==> src/rtl/hdb_pkg.sv <==
// hdb_pkg: symbol codes and legal zero-run bounds shared by the HDBn encoder family
package hdb_pkg;
    localparam logic [1:0] SYM_ZERO = 2'b00;
    localparam logic [1:0] SYM_ONE  = 2'b01;
    localparam logic [1:0] SYM_B    = 2'b10;
    localparam logic [1:0] SYM_V    = 2'b11;
    localparam int ZERO_RUN_MIN = 2;
    localparam int ZERO_RUN_MAX = 8;
endpackage

==> src/rtl/hdbn_encoder_if.sv <==
// hdbn_encoder_if: bit-stream input and dual-rail symbol output of the HDBn encoder.
// Ports: data_in/data_valid/mode_ami (framer -> encoder); sym_out/pos_out/neg_out/out_valid (encoder -> LIU).
interface hdbn_encoder_if;
    logic       data_in;
    logic       data_valid;
    logic       mode_ami;
    logic [1:0] sym_out;
    logic       pos_out;
    logic       neg_out;
    logic       out_valid;
    modport master (
        output data_in, data_valid, mode_ami,
        input  sym_out, pos_out, neg_out, out_valid
    );
    modport slave (
        input  data_in, data_valid, mode_ami,
        output sym_out, pos_out, neg_out, out_valid
    );
endinterface

==> src/rtl/hdb_polarity.sv <==
// hdb_polarity: AMI polarity stage turning symbol classes into registered P/N rail pulses.
// Ports: clk, rst_n (async, active-low); sym_in symbol class, strobe advance enable;
//        pos_out/neg_out registered rail pulses, held while strobe is low.
module hdb_polarity
    import hdb_pkg::*;
(
    input  logic       clk,
    input  logic       rst_n,
    input  logic [1:0] sym_in,
    input  logic       strobe,
    output logic       pos_out,
    output logic       neg_out
);
    logic last_pos_q, last_pos_d;
    logic pos_q, pos_d;
    logic neg_q, neg_d;
    logic mark, pulse, pol;

    // Marks (ONE, B) alternate; V repeats the previous polarity to signal a violation.
    always_comb begin
        mark       = (sym_in == SYM_ONE) || (sym_in == SYM_B);
        pulse      = mark || (sym_in == SYM_V);
        pol        = mark ? !last_pos_q : last_pos_q;
        last_pos_d = (strobe && pulse) ? pol : last_pos_q;
        pos_d      = strobe ? (pulse && pol) : pos_q;
        neg_d      = strobe ? (pulse && !pol) : neg_q;
    end

    always_ff @(posedge clk or negedge rst_n) begin
        if (!rst_n) begin
            last_pos_q <= 1'b0;
            pos_q      <= 1'b0;
            neg_q      <= 1'b0;
        end else begin
            last_pos_q <= last_pos_d;
            pos_q      <= pos_d;
            neg_q      <= neg_d;
        end
    end

    assign pos_out = pos_q;
    assign neg_out = neg_q;
endmodule

==> src/rtl/hdbn_encoder.sv <==
// hdbn_encoder: HDBn line encoder with zero-run substitution, AMI polarity and dual-rail output.
// Ports: clk, rst_n (async, active-low); bus (hdbn_encoder_if.slave) carrying the NRZ input strobe,
//        mode select and the registered sym/pos/neg/out_valid outputs.
module hdbn_encoder
    import hdb_pkg::*;
#(
    parameter int ZERO_RUN = 4,
    parameter int CNT_W    = $clog2(ZERO_RUN + 1)
) (
    input  logic         clk,
    input  logic         rst_n,
    hdbn_encoder_if.slave bus
);
    if (ZERO_RUN < ZERO_RUN_MIN || ZERO_RUN > ZERO_RUN_MAX) begin : g_bad_zero_run
        $error("hdbn_encoder: ZERO_RUN must be within 2..8");
    end

    logic [1:0]       dl_q [ZERO_RUN];
    logic [1:0]       dl_d [ZERO_RUN];
    logic [CNT_W-1:0] cnt_q, cnt_d;
    logic             odd_q, odd_d;
    logic [1:0]       sym_q, sym_d;
    logic             ov_q, ov_d;
    logic             run_done;
    logic [1:0]       push;

    // Slot 0 is the newest entry; the symbol leaving slot ZERO_RUN-1 feeds the polarity stage.
    // On a completed run the first zero of that run sits in slot ZERO_RUN-1 after the shift,
    // so it can still be rewritten to B before it leaves the delay line.
    always_comb begin
        run_done = !bus.mode_ami && !bus.data_in && (cnt_q == CNT_W'(ZERO_RUN - 1));
        push     = bus.data_in ? SYM_ONE : (run_done ? SYM_V : SYM_ZERO);
        dl_d     = dl_q;
        cnt_d    = cnt_q;
        odd_d    = odd_q;
        sym_d    = sym_q;
        ov_d     = bus.data_valid;
        if (bus.data_valid) begin
            dl_d[0] = push;
            for (int i = 1; i < ZERO_RUN; i++) dl_d[i] = dl_q[i-1];
            if (run_done && !odd_q) dl_d[ZERO_RUN-1] = SYM_B;
            cnt_d = (bus.mode_ami || bus.data_in || run_done) ? '0 : cnt_q + 1'b1;
            // AMI mode leaves parity untouched; after a substitution B and V leave it even.
            odd_d = bus.mode_ami ? odd_q : (bus.data_in ? !odd_q : (run_done ? 1'b0 : odd_q));
            sym_d = dl_q[ZERO_RUN-1];
        end
    end

    always_ff @(posedge clk or negedge rst_n) begin
        if (!rst_n) begin
            for (int i = 0; i < ZERO_RUN; i++) dl_q[i] <= SYM_ZERO;
            cnt_q <= '0;
            odd_q <= 1'b0;
            sym_q <= SYM_ZERO;
            ov_q  <= 1'b0;
        end else begin
            dl_q  <= dl_d;
            cnt_q <= cnt_d;
            odd_q <= odd_d;
            sym_q <= sym_d;
            ov_q  <= ov_d;
        end
    end

    hdb_polarity u_polarity (
        .clk     (clk),
        .rst_n   (rst_n),
        .sym_in  (dl_q[ZERO_RUN-1]),
        .strobe  (bus.data_valid),
        .pos_out (bus.pos_out),
        .neg_out (bus.neg_out)
    );

    assign bus.sym_out   = sym_q;
    assign bus.out_valid = ov_q;
endmodule

==> src/flat_wrapper.sv <==
// flat-port wrapper written by rule: the top's interface ports become plain ports
module hdbn_encoder_flat import hdb_pkg::*;
#(
    parameter int ZERO_RUN = 4,
    parameter int CNT_W    = $clog2(ZERO_RUN + 1)
)
  (clk, rst_n, bus_data_in, bus_data_valid, bus_mode_ami, bus_sym_out, bus_pos_out, bus_neg_out, bus_out_valid);
  hdbn_encoder_if bus_i ();
  input  logic clk;
  input  logic rst_n;
  input wire logic [$bits(bus_i.data_in)-1:0] bus_data_in;
  input wire logic [$bits(bus_i.data_valid)-1:0] bus_data_valid;
  input wire logic [$bits(bus_i.mode_ami)-1:0] bus_mode_ami;
  output wire logic [$bits(bus_i.sym_out)-1:0] bus_sym_out;
  output wire logic [$bits(bus_i.pos_out)-1:0] bus_pos_out;
  output wire logic [$bits(bus_i.neg_out)-1:0] bus_neg_out;
  output wire logic [$bits(bus_i.out_valid)-1:0] bus_out_valid;
  assign bus_i.data_in = bus_data_in;
  assign bus_i.data_valid = bus_data_valid;
  assign bus_i.mode_ami = bus_mode_ami;
  assign bus_sym_out = bus_i.sym_out;
  assign bus_pos_out = bus_i.pos_out;
  assign bus_neg_out = bus_i.neg_out;
  assign bus_out_valid = bus_i.out_valid;
  hdbn_encoder #(.ZERO_RUN(ZERO_RUN), .CNT_W(CNT_W)) u_core (.clk(clk), .rst_n(rst_n), .bus(bus_i));
endmodule
==> config.mk <==
export PLATFORM = sky130hd
export DESIGN_NAME = hdbn_encoder_flat
export DESIGN_NICKNAME = d
export VERILOG_FILES = /design/src/rtl/hdb_pkg.sv /design/src/rtl/hdbn_encoder_if.sv /design/src/rtl/hdb_polarity.sv /design/src/rtl/hdbn_encoder.sv /design/src/flat_wrapper.sv
export SDC_FILE = /design/constraint.sdc
export NUM_CORES = 1
export LEC_CHECK = 0
export CORE_UTILIZATION = 51
export CTS_BUF_LIST = sky130_fd_sc_hd__clkbuf_16
export DETAILED_ROUTE_END_ITERATION = 7
export GPL_ROUTABILITY_DRIVEN = 0
export GPL_TIMING_DRIVEN = 0
export PLACE_DENSITY = 0.72
export SYNTH_ARGS = -nofsm -noshare
export SYNTH_HDL_FRONTEND = slang
export SYNTH_HIERARCHICAL = 1
export SYNTH_SLANG_ARGS = --single-unit
export TNS_END_PERCENT = 100
==> constraint.sdc <==
create_clock -name clk -period 2 [get_ports clk]
set_clock_uncertainty 0.1 [all_clocks]
set_input_delay 0.2 -clock clk [delete_from_list [all_inputs] [get_ports clk]]
set_output_delay 0.2 -clock clk [all_outputs]
set_load 0.02 [all_outputs]
==> results of run 1 <==
==> kinds of logic (layout without fill, tap and decap cells) <==
family / count (synthesis) / in the layout / synth area share, %
buffers and inverters: 8 / 21 / 5.68
DFF: 18 / 18 / 56.8
AOI/OAI and AO/OA: 9 / 9 / 7.57
and+or+nand+nor: 13 / 13 / 9.31
xor gates and xnor gates: 3 / 3 / 3.31
adders and majority gates: 3 / 3 / 4.73
muxes: 8 / 8 / 12.6
==> stage by stage <==
step | cell area (um^2) | utilization [%] | total power, mW
2_1_floorplan | 793 | - | 0.597
6_report | 981 | 71.8 | 1.07
3_5_place_dp | 902 | 66.0 | 0.689
4_1_cts | 981 | 71.8 | 1.08
3_3_place_gp | 902 | 66.0 | 0.683
5_1_grt | 981 | 71.8 | 1.13
==> worst max path at each step <==
| stage | depth (start not counted) | slack, ns | end |
|---|---|---|---|
| 5_1_grt | 5 | 0.47 | u_core/dl_q[6] |
| 3_5_place_dp | 4 | 0.38 | u_core/dl_q[7] |
| 4_1_cts | 1 | 0.51 | bus_sym_out[1] |
| 2_1_floorplan | 4 | 0.64 | u_core/dl_q[7] |
| 6_report | 1 | 0.52 | bus_neg_out |
| 3_3_place_gp | 4 | 0.38 | u_core/dl_q[7] |
==> cell usage after synthesis (all sizes together) <==
cell | count | share of area (%)
nand2b | 1 | 0.79
buf | 2 | 2.8
ha | 3 | 4.7
mux2 | 7 | 11
o2bb2ai | 1 | 1.1
xor2 | 1 | 1.1
o21ai | 1 | 0.63
nor3b | 1 | 0.95
nor4b | 1 | 1.9
mux2i | 1 | 1.3
nand2 | 3 | 1.4
and2b | 1 | 0.95
nor2 | 5 | 2.4
o31ai | 1 | 0.95
nand3b | 1 | 0.95
o22ai | 3 | 2.4
a32o | 1 | 1.3
xnor2 | 2 | 2.2
a21oi | 2 | 1.3
inv | 6 | 2.8
dfrtp | 18 | 57
==> registers in the layout, summed over array words and instances (netlist names) <==
register / count
u_core/u_polarity/last_pos_q: 1
u_core/dl_q: 8
u_core/cnt_q: 3
u_core/odd_q: 1
u_core/u_polarity/pos_out: 1
u_core/bus.sym_out: 2
u_core/bus.out_valid: 1
u_core/u_polarity/neg_out: 1
==> routing by layer <==
metal / GRT usage, % / share of wire, %
met1: 19.7 / 52
met2: 24.1 / 43
met3: 3.91 / 3.3
met4: 7.74 / 1.5
met5: 0 / 0
==> area by class of cell <==
type | count | area, um^2 | share of cell area, %
Buffer | 2 | 22.5 | 2.30
Clock buffer | 3 | 75.1 | 7.65
Clock inverter | 1 | 3.75 | 0.383
Inverter | 6 | 22.5 | 2.30
Multi-Input combinational cell | 36 | 298 | 30.4
Sequential cell | 18 | 450 | 45.9
Tap cell | 15 | 18.8 | 1.91
Timing Repair Buffer | 9 | 90.1 | 9.18
==> power by group through the flow <==
stage               registers (mW)  logic [mW]  clock network (mW)
global route                 0.470       0.239               0.417
floorplan                    0.495       0.102                   0
finish                       0.461       0.220               0.391
CTS                          0.462       0.222               0.400
global placement             0.465       0.218                   0
detailed placement           0.468       0.221                   0
==> metrics.csv, run 1 <==
metric,value,unit
chipWidth,41.4,um
reg2reg_to,u_core/dl_q[7],
clk_path_buf_depth,2,
num_rows,13,
cp_max_fo,2,
netlist_area,793,um^2
clock-sinks,18,
cts_buffers,3,
drt_iter0_drc,3,
ctsResizeCount,0,
grt_antenna_before_repair,0,
hold_slack,0.308,ns
ys_warn_count,6,
area_growth_syn_to_layout,23.7,%
drc_errors,0,
r2r_slack,0.58,ns
dp_cells,86,
cts_htree_levels,1,
final_cell_mix,"dfrtp_1 (18), clkdlybuf4s50_1 (9), inv_1 (5), nor2_1 (5), mux2_1 (4)",
r2r_cells,4,
dp_hpwl,841,um
power_frac_comb,20.5,%
arrival,1.18,ns
nFillCells,105,
slew_violations,0,
cts_setup_buffers,0,
max_stage_delay,0.60,ns
cts_tree,built,
path_delay_family,buffers and inverters,
rsz0062_at_grt,false,
finalSetupViolCount,0,
cap_violations,0,
vias_per_cell,5.19,
fin_cells,90,
port-buffer-count,9,
cts-hold-fix-buffers,0,
synth_area_per_cell,12.8,um^2
clk_pin_slew,0.05,ns
synth_fp_nets,70,
overflow,0,
wire_per_inst,12.9,um
fin_nets,84,
ys_ff_latch,18,
fmax,0.675,GHz
path_cells,clkdlybuf4s50_1,
power.ir.vdd_worst,0.611,mV
grt_pass1_vias,460,
grt_use_total,15.4,%
wl,1160,um
grt_max_degree,19,
clockPowerShare,36.5,%
r2r_start,u_core/cnt_q[0],
worst-path-buf-inv,1,
start_util,58.1,%
pwr-share-seq,43.0,%
crit_path_top_delay_cell,clkdlybuf4s50_1,
post-route-period-util,74.0,%
dieArea,0.00172,mm^2
status,finished clean,
p_switching,270,uW
p_per_area,1090,mW/mm^2
pre_cts_ws,0.381,ns
slew-limit-headroom,48.9,%
cts.root.buffer_cell,clkbuf_16,
period_needed,1.48,ns
drt_first_pass_iters,3,
hold_class,input pin to asynchronous set/reset pin,
layout_commonest_cell,dfrtp_1,
synth_seq_area_share,56.8,%
critical_path_required,1.70,ns
criticalPathCategory,flip-flop to primary output,
core-area,0.00137,mm^2
postSynthCellCount,62,
drive_gt1_share,13.3,%
swShare,25.1,%
ant_nets,0,
num_antenna_cells,0,
postLayoutSetupSlackWorst,0.519,ns
ios,10,
p_int,803,uW
grt_pass1_wl,2010,um
hold_viol,0,
die_h,41.4,um
ys_types,23,
startpoint_type,flip-flop,
final.setup.tns,0,ns
vias,467,
clock_latency,0.24,ns
leakage,0.444,nW
startpoint,u_core/u_polarity/neg_out,
end_kind,primary output,
worstMarginPinSlew,0.764,ns
(Power assumes the default switching activity.)
==> inputs of run 2 (changes only) <==
==> constraint.sdc (replaced) <==
create_clock -name clk -period 1.5 [get_ports clk]
set_clock_uncertainty 0.1 [all_clocks]
set_input_delay 0.15 -clock clk [delete_from_list [all_inputs] [get_ports clk]]
set_output_delay 0.15 -clock clk [all_outputs]
set_load 0.02 [all_outputs]
==> run 2 against run 1 <==
Final cell count did not move. Hold slack got worse by 0.052 ns. Clock power up 34%. Power is 34% higher. Largest power group unchanged. Final area increased by 0.51%. Sequential share of layout area down 0.23 points. Die area is the same. Utilization increased by 0.37 points. Flip-flop and latch count is the same. Critical path depth did not move. Clock-buffer cell count unchanged.
==> metrics.csv, run 2 (synthesis results as in run 1) <==
metric,value,unit,change
p_per_area,1450,mW/mm^2,+33%
critical_path_required,1.25,ns,-0.45 ns
hold_class,input pin to asynchronous set/reset pin,,
cts-hold-fix-buffers,0,,unchanged
drc_errors,0,,unchanged
end_kind,primary output,,
power.ir.vdd_worst,0.816,mV,+34%
cp.depth,1,,unchanged
grt_pass1_vias,460,,unchanged
grt_pass1_wl,2010,um,unchanged
post-route-period-util,95.4,%,
rsz0062_at_grt,false,,
ant_nets,0,,unchanged
vias_per_cell,5.20,,+0.21%
vias,468,,+0.21%
startpoint,u_core/u_polarity/neg_out,,
num_antenna_cells,0,,unchanged
finalSetupViolCount,0,,unchanged
cts_htree_levels,1,,unchanged
clk_path_buf_depth,2,,unchanged
clock-sinks,18,,unchanged
fmax,0.699,GHz,
period_needed,1.43,ns,
arrival,1.18,ns,about the same
path_delay_family,buffers and inverters,,
ctsResizeCount,0,,unchanged
chipWidth,41.4,um,unchanged
r2r_start,u_core/cnt_q[0],,
crit_path_top_delay_cell,clkdlybuf4s50_1,,
cts_tree,built,,
clock_latency,0.24,ns,about the same
die_h,41.4,um,unchanged
slew-limit-headroom,49.2,%,+0.28 points
r2r_slack,0.07,ns,-0.51 ns
start_util,58.1,%,unchanged
overflow,0,,unchanged
final.setup.tns,0,ns,unchanged
drt_iter0_drc,4,,+1
worst-path-buf-inv,1,,unchanged
fin_nets,84,,unchanged
cap_violations,0,,unchanged
num_rows,13,,unchanged
layout_commonest_cell,dfrtp_1,,
slew_violations,0,,unchanged
area_growth_syn_to_layout,24.3,%,
criticalPathCategory,flip-flop to primary output,,
startpoint_type,flip-flop,,
core-area,0.00137,mm^2,unchanged
final_core_util,72.2,%,+0.37 points
wire_per_inst,12.9,um,-0.43%
dp_hpwl,841,um,unchanged
ios,10,,unchanged
port-buffer-count,9,,unchanged
leakage,0.446,nW,+0.27%
hold_viol,0,,unchanged
worstMarginPinSlew,0.759,ns,-0.00413 ns
placed_cell_area,902,um^2,unchanged
grt_antenna_before_repair,0,,unchanged
r2r_cells,4,,unchanged
cts_setup_buffers,0,,unchanged
max_stage_delay,0.60,ns,about the same
cts.root.buffer_cell,clkbuf_16,,
top_register,u_core/dl_q,,
grt_use_total,15.4,%,unchanged
grt_max_degree,19,,unchanged
path_cells,clkdlybuf4s50_1,,
dieArea,0.00172,mm^2,unchanged
fin_cells,90,,unchanged
wl,1160,um,-0.43%
clk_pin_slew,0.05,ns,about the same
power,1.43,mW,+34%
cp_max_fo,2,,unchanged
drive_gt1_share,14.7,%,+1.3 points
status,finished clean,,
drt_first_pass_iters,4,,+1
final_cell_mix,"dfrtp_1 (18), clkdlybuf4s50_1 (9), inv_1 (5), nor2_1 (5), mux2_1 (4)",,
stdcell_area,986,um^2,+0.51%
cts_buffers,3,,unchanged
dp_cells,86,,unchanged
largest_reg_flops,8,,unchanged
[run 2: cell counts in the layout (fill, tap and decap cells not counted)]
No cell type changed its count.
[run 2: final cells by class]
cell class / instances / area (um^2)
Buffer: 2 / 22.5
Clock buffer: 3 / 75.1
Clock inverter: 1 / 3.75
Fill cell: 104 / 380
Inverter: 6 / 22.5
Multi-Input combinational cell: 36 / 303
Sequential cell: 18 / 450
Tap cell: 15 / 18.8
Timing Repair Buffer: 9 / 90.1
[run 2: power by group]
group	internal [mW]	switching (mW)
Clock	0.354	0.169
Sequential	0.563	0.0524
Combinational	0.154	0.140
Total	1.07	0.362
[run 2: stage by stage]
step / hold slack (ns) / worst slack [ns]
floorplan: -0.246 / 0.143
global placement: 0.371 / -0.0689
detailed placement: 0.376 / -0.0689
CTS: 0.286 / 0.0584
global route: 0.345 / 0.0116
finish: 0.256 / 0.0691
[run 2: path summary, 6_finish.rpt]
kind | endpoint
setup / recovery | bus_neg_out
hold / removal | u_core/dl_q[6]
setup reg to reg | u_core/dl_q[7]
hold reg to reg | u_core/cnt_q[0]
max in group asynchronous | u_core/dl_q[7]
min in group clk | u_core/cnt_q[0]
[run 2: routing by layer]
metal,up-vias,wire length [um],global-route usage [%]
li1,244,-,-
met1,214,602,19.7
met3,2,38,3.91
met4,0,17,7.74
met5,-,0,0
met2,8,499,24.1
==> variant: new RTL, flow settings as in run 1 <==
`ZERO_RUN` is set to 4 in 2 places; all go to 8.
--- a/src/rtl/hdbn_encoder.sv
+++ b/src/rtl/hdbn_encoder.sv
@@ -5,5 +5,5 @@
     import hdb_pkg::*;
 #(
-    parameter int ZERO_RUN = 4,
+    parameter int ZERO_RUN = 8,
     parameter int CNT_W    = $clog2(ZERO_RUN + 1)
 ) (
--- a/src/flat_wrapper.sv
+++ b/src/flat_wrapper.sv
@@ -2,5 +2,5 @@
 module hdbn_encoder_flat import hdb_pkg::*;
 #(
-    parameter int ZERO_RUN = 4,
+    parameter int ZERO_RUN = 8,
     parameter int CNT_W    = $clog2(ZERO_RUN + 1)
 )
Check against the original RTL: not equivalent (a bounded check fails within 10 cycles, from zero or initial values and one cycle with rst_n low).
==> variant against run 1 <==
Sequential cell count grew 9. Cell area grew 39%. Worst setup slack lost 0.0071 ns. Die area grew 44%. Area after synthesis grew 47%. Via count grew 57%. Critical path type unchanged. Routed wire length grew 60%. Sequential power grew 50%. Total power grew 32%.
==> variant: results (changes against run 1) <==
- CP peak stage delay: 0.60 ns (about the same)
- Top post-synthesis cells by area: dfrtp_1 58%, mux2_2 9.7%, mux2_1 3.9%
- CTS buffer count: 3 (unchanged)
- Arrival time of the worst setup path: 1.19 ns
- CTS root buffer: clkbuf_16
- Largest net degree at the start of global routing: 28 (+9)
- Reg with most FFs: u_core/dl_q
- Netlist cell types: 32 (+39%)
- Synth Area per Inst: 12.9 um^2 (+1.1%)
- Layout cells sized above 1: 21.4% (+8.0 points)
- Multi-input gate area in the final layout: 442 um^2 (+48%)
- Initial DRT Pass Iterations: 4 (+1)
- Worst-path maximum fanout: 2 (unchanged)
- Peak VDD IR: 0.000615 V (+0.71%)
- Final WL: 1850 um (+60%)
- Non-Filler Instances: 130 (+44%)
- Vias in the first global route: 732 (+59%)
- Worst-margin pin slew: 1.16 ns (+0.393 ns)
- Max reg flops: 16 (+8)
- Asr flop ratio synth: 100% (unchanged)
- Pre-CTS worst setup slack: 0.273 ns (-0.108 ns)
- HPWL after detailed placement: 1360 um (+62%)
- Post-layout nets: 111 (+32%)
- DR vias/cell: 5.63 (+8.5%)
- Leak: 0.618 nW (+39%)
- FILL cells: 169 (+61%)
- Placed Area: 1290 um^2 (+43%)
- CP max-delay cell: clkdlybuf4s50_1
- DR iter-0 viols: 6 (+3)
- Post-synth top flop: dfrtp_1
- Clock Path Buffers: 2 (unchanged)
- First-pass GRT wire length: 3190 um (+59%)
- Top cells by count, synth: 27 x dfrtp_1, 10 x mux2_2, 7 x inv_1, 4 x mux2_1
- Sequential cell area fraction in the yosys report: 58.1% (+1.3 points)
- Min-Delay Path Class: reg2reg
- Synth Warn #: 6 (unchanged)
- All-layer global routing usage: 18.2% (+2.8 points)
- ANT cells: 0 (unchanged)
- Outcome: completed
- Total nets after synthesis: 97 (+39%)
- Clk_lat worst skew: 0.26 ns (+0.02 ns)
- Clk pin slew, worst setup/hold paths: 0.06 ns
- Port Buffers: 9 (unchanged)
==> variant: worst paths after layout <==
check / from / endpoint / slack (ns) / cells after the start
max in group asynchronous: rst_n / u_core/u_polarity/neg_out / 0.65 / 1
min in group asynchronous: rst_n / u_core/cnt_q[2] / 0.46 / 1
worst max-delay path: u_core/u_polarity/neg_out / bus_neg_out / 0.51 / 1
worst min-delay path: u_core/dl_q[4] / u_core/dl_q[4] / 0.39 / 1
worst min register to register: u_core/dl_q[4] / u_core/dl_q[4] / 0.39 / 1
worst max register to register: u_core/cnt_q[0] / u_core/odd_q / 0.60 / 4
==> variant: power by group <==
part           internal, W  total (W)  switching, W
combinational     0.000156   0.000295      0.000139
sequential        0.000636   0.000693     0.0000574
clock             0.000267   0.000431      0.000164
total              0.00106    0.00142      0.000361
==> variant: layout make-up <==
class	count	area share [%]
sequential	27	49.5
multi-input combinational	53	32.3
clock inverter	1	0.275
buffer	3	1.47
tap	27	2.47
clock buffer	3	5.49
timing repair buffer	9	6.59
inverter	7	1.92
==> variant: per-layer routing <==
metal | part of all wire [%] | up-vias | wire length (um) | global-route usage, %
met1 | 42 | 369 | 787 | 20.6
met5 | 0 | - | 0 | 0
met2 | 51 | 13 | 943 | 30.4
li1 | - | 345 | - | -
met3 | 4.0 | 5 | 75 | 4.63
met4 | 2.6 | 0 | 48 | 11.4
==> variant: cells by family after synthesis <==
kind of cell               count (synthesis)  share of synthesized area, %
muxes                                     14                          13.5
AOI/OAI and AO/OA                         15                          9.36
adders and majority gates                  2                          2.15
buffers and inverters                     10                          3.98
xor gates and xnor gates                   3                          2.26
and+or+nand+nor                           19                          10.6
DFF                                       27                          58.1
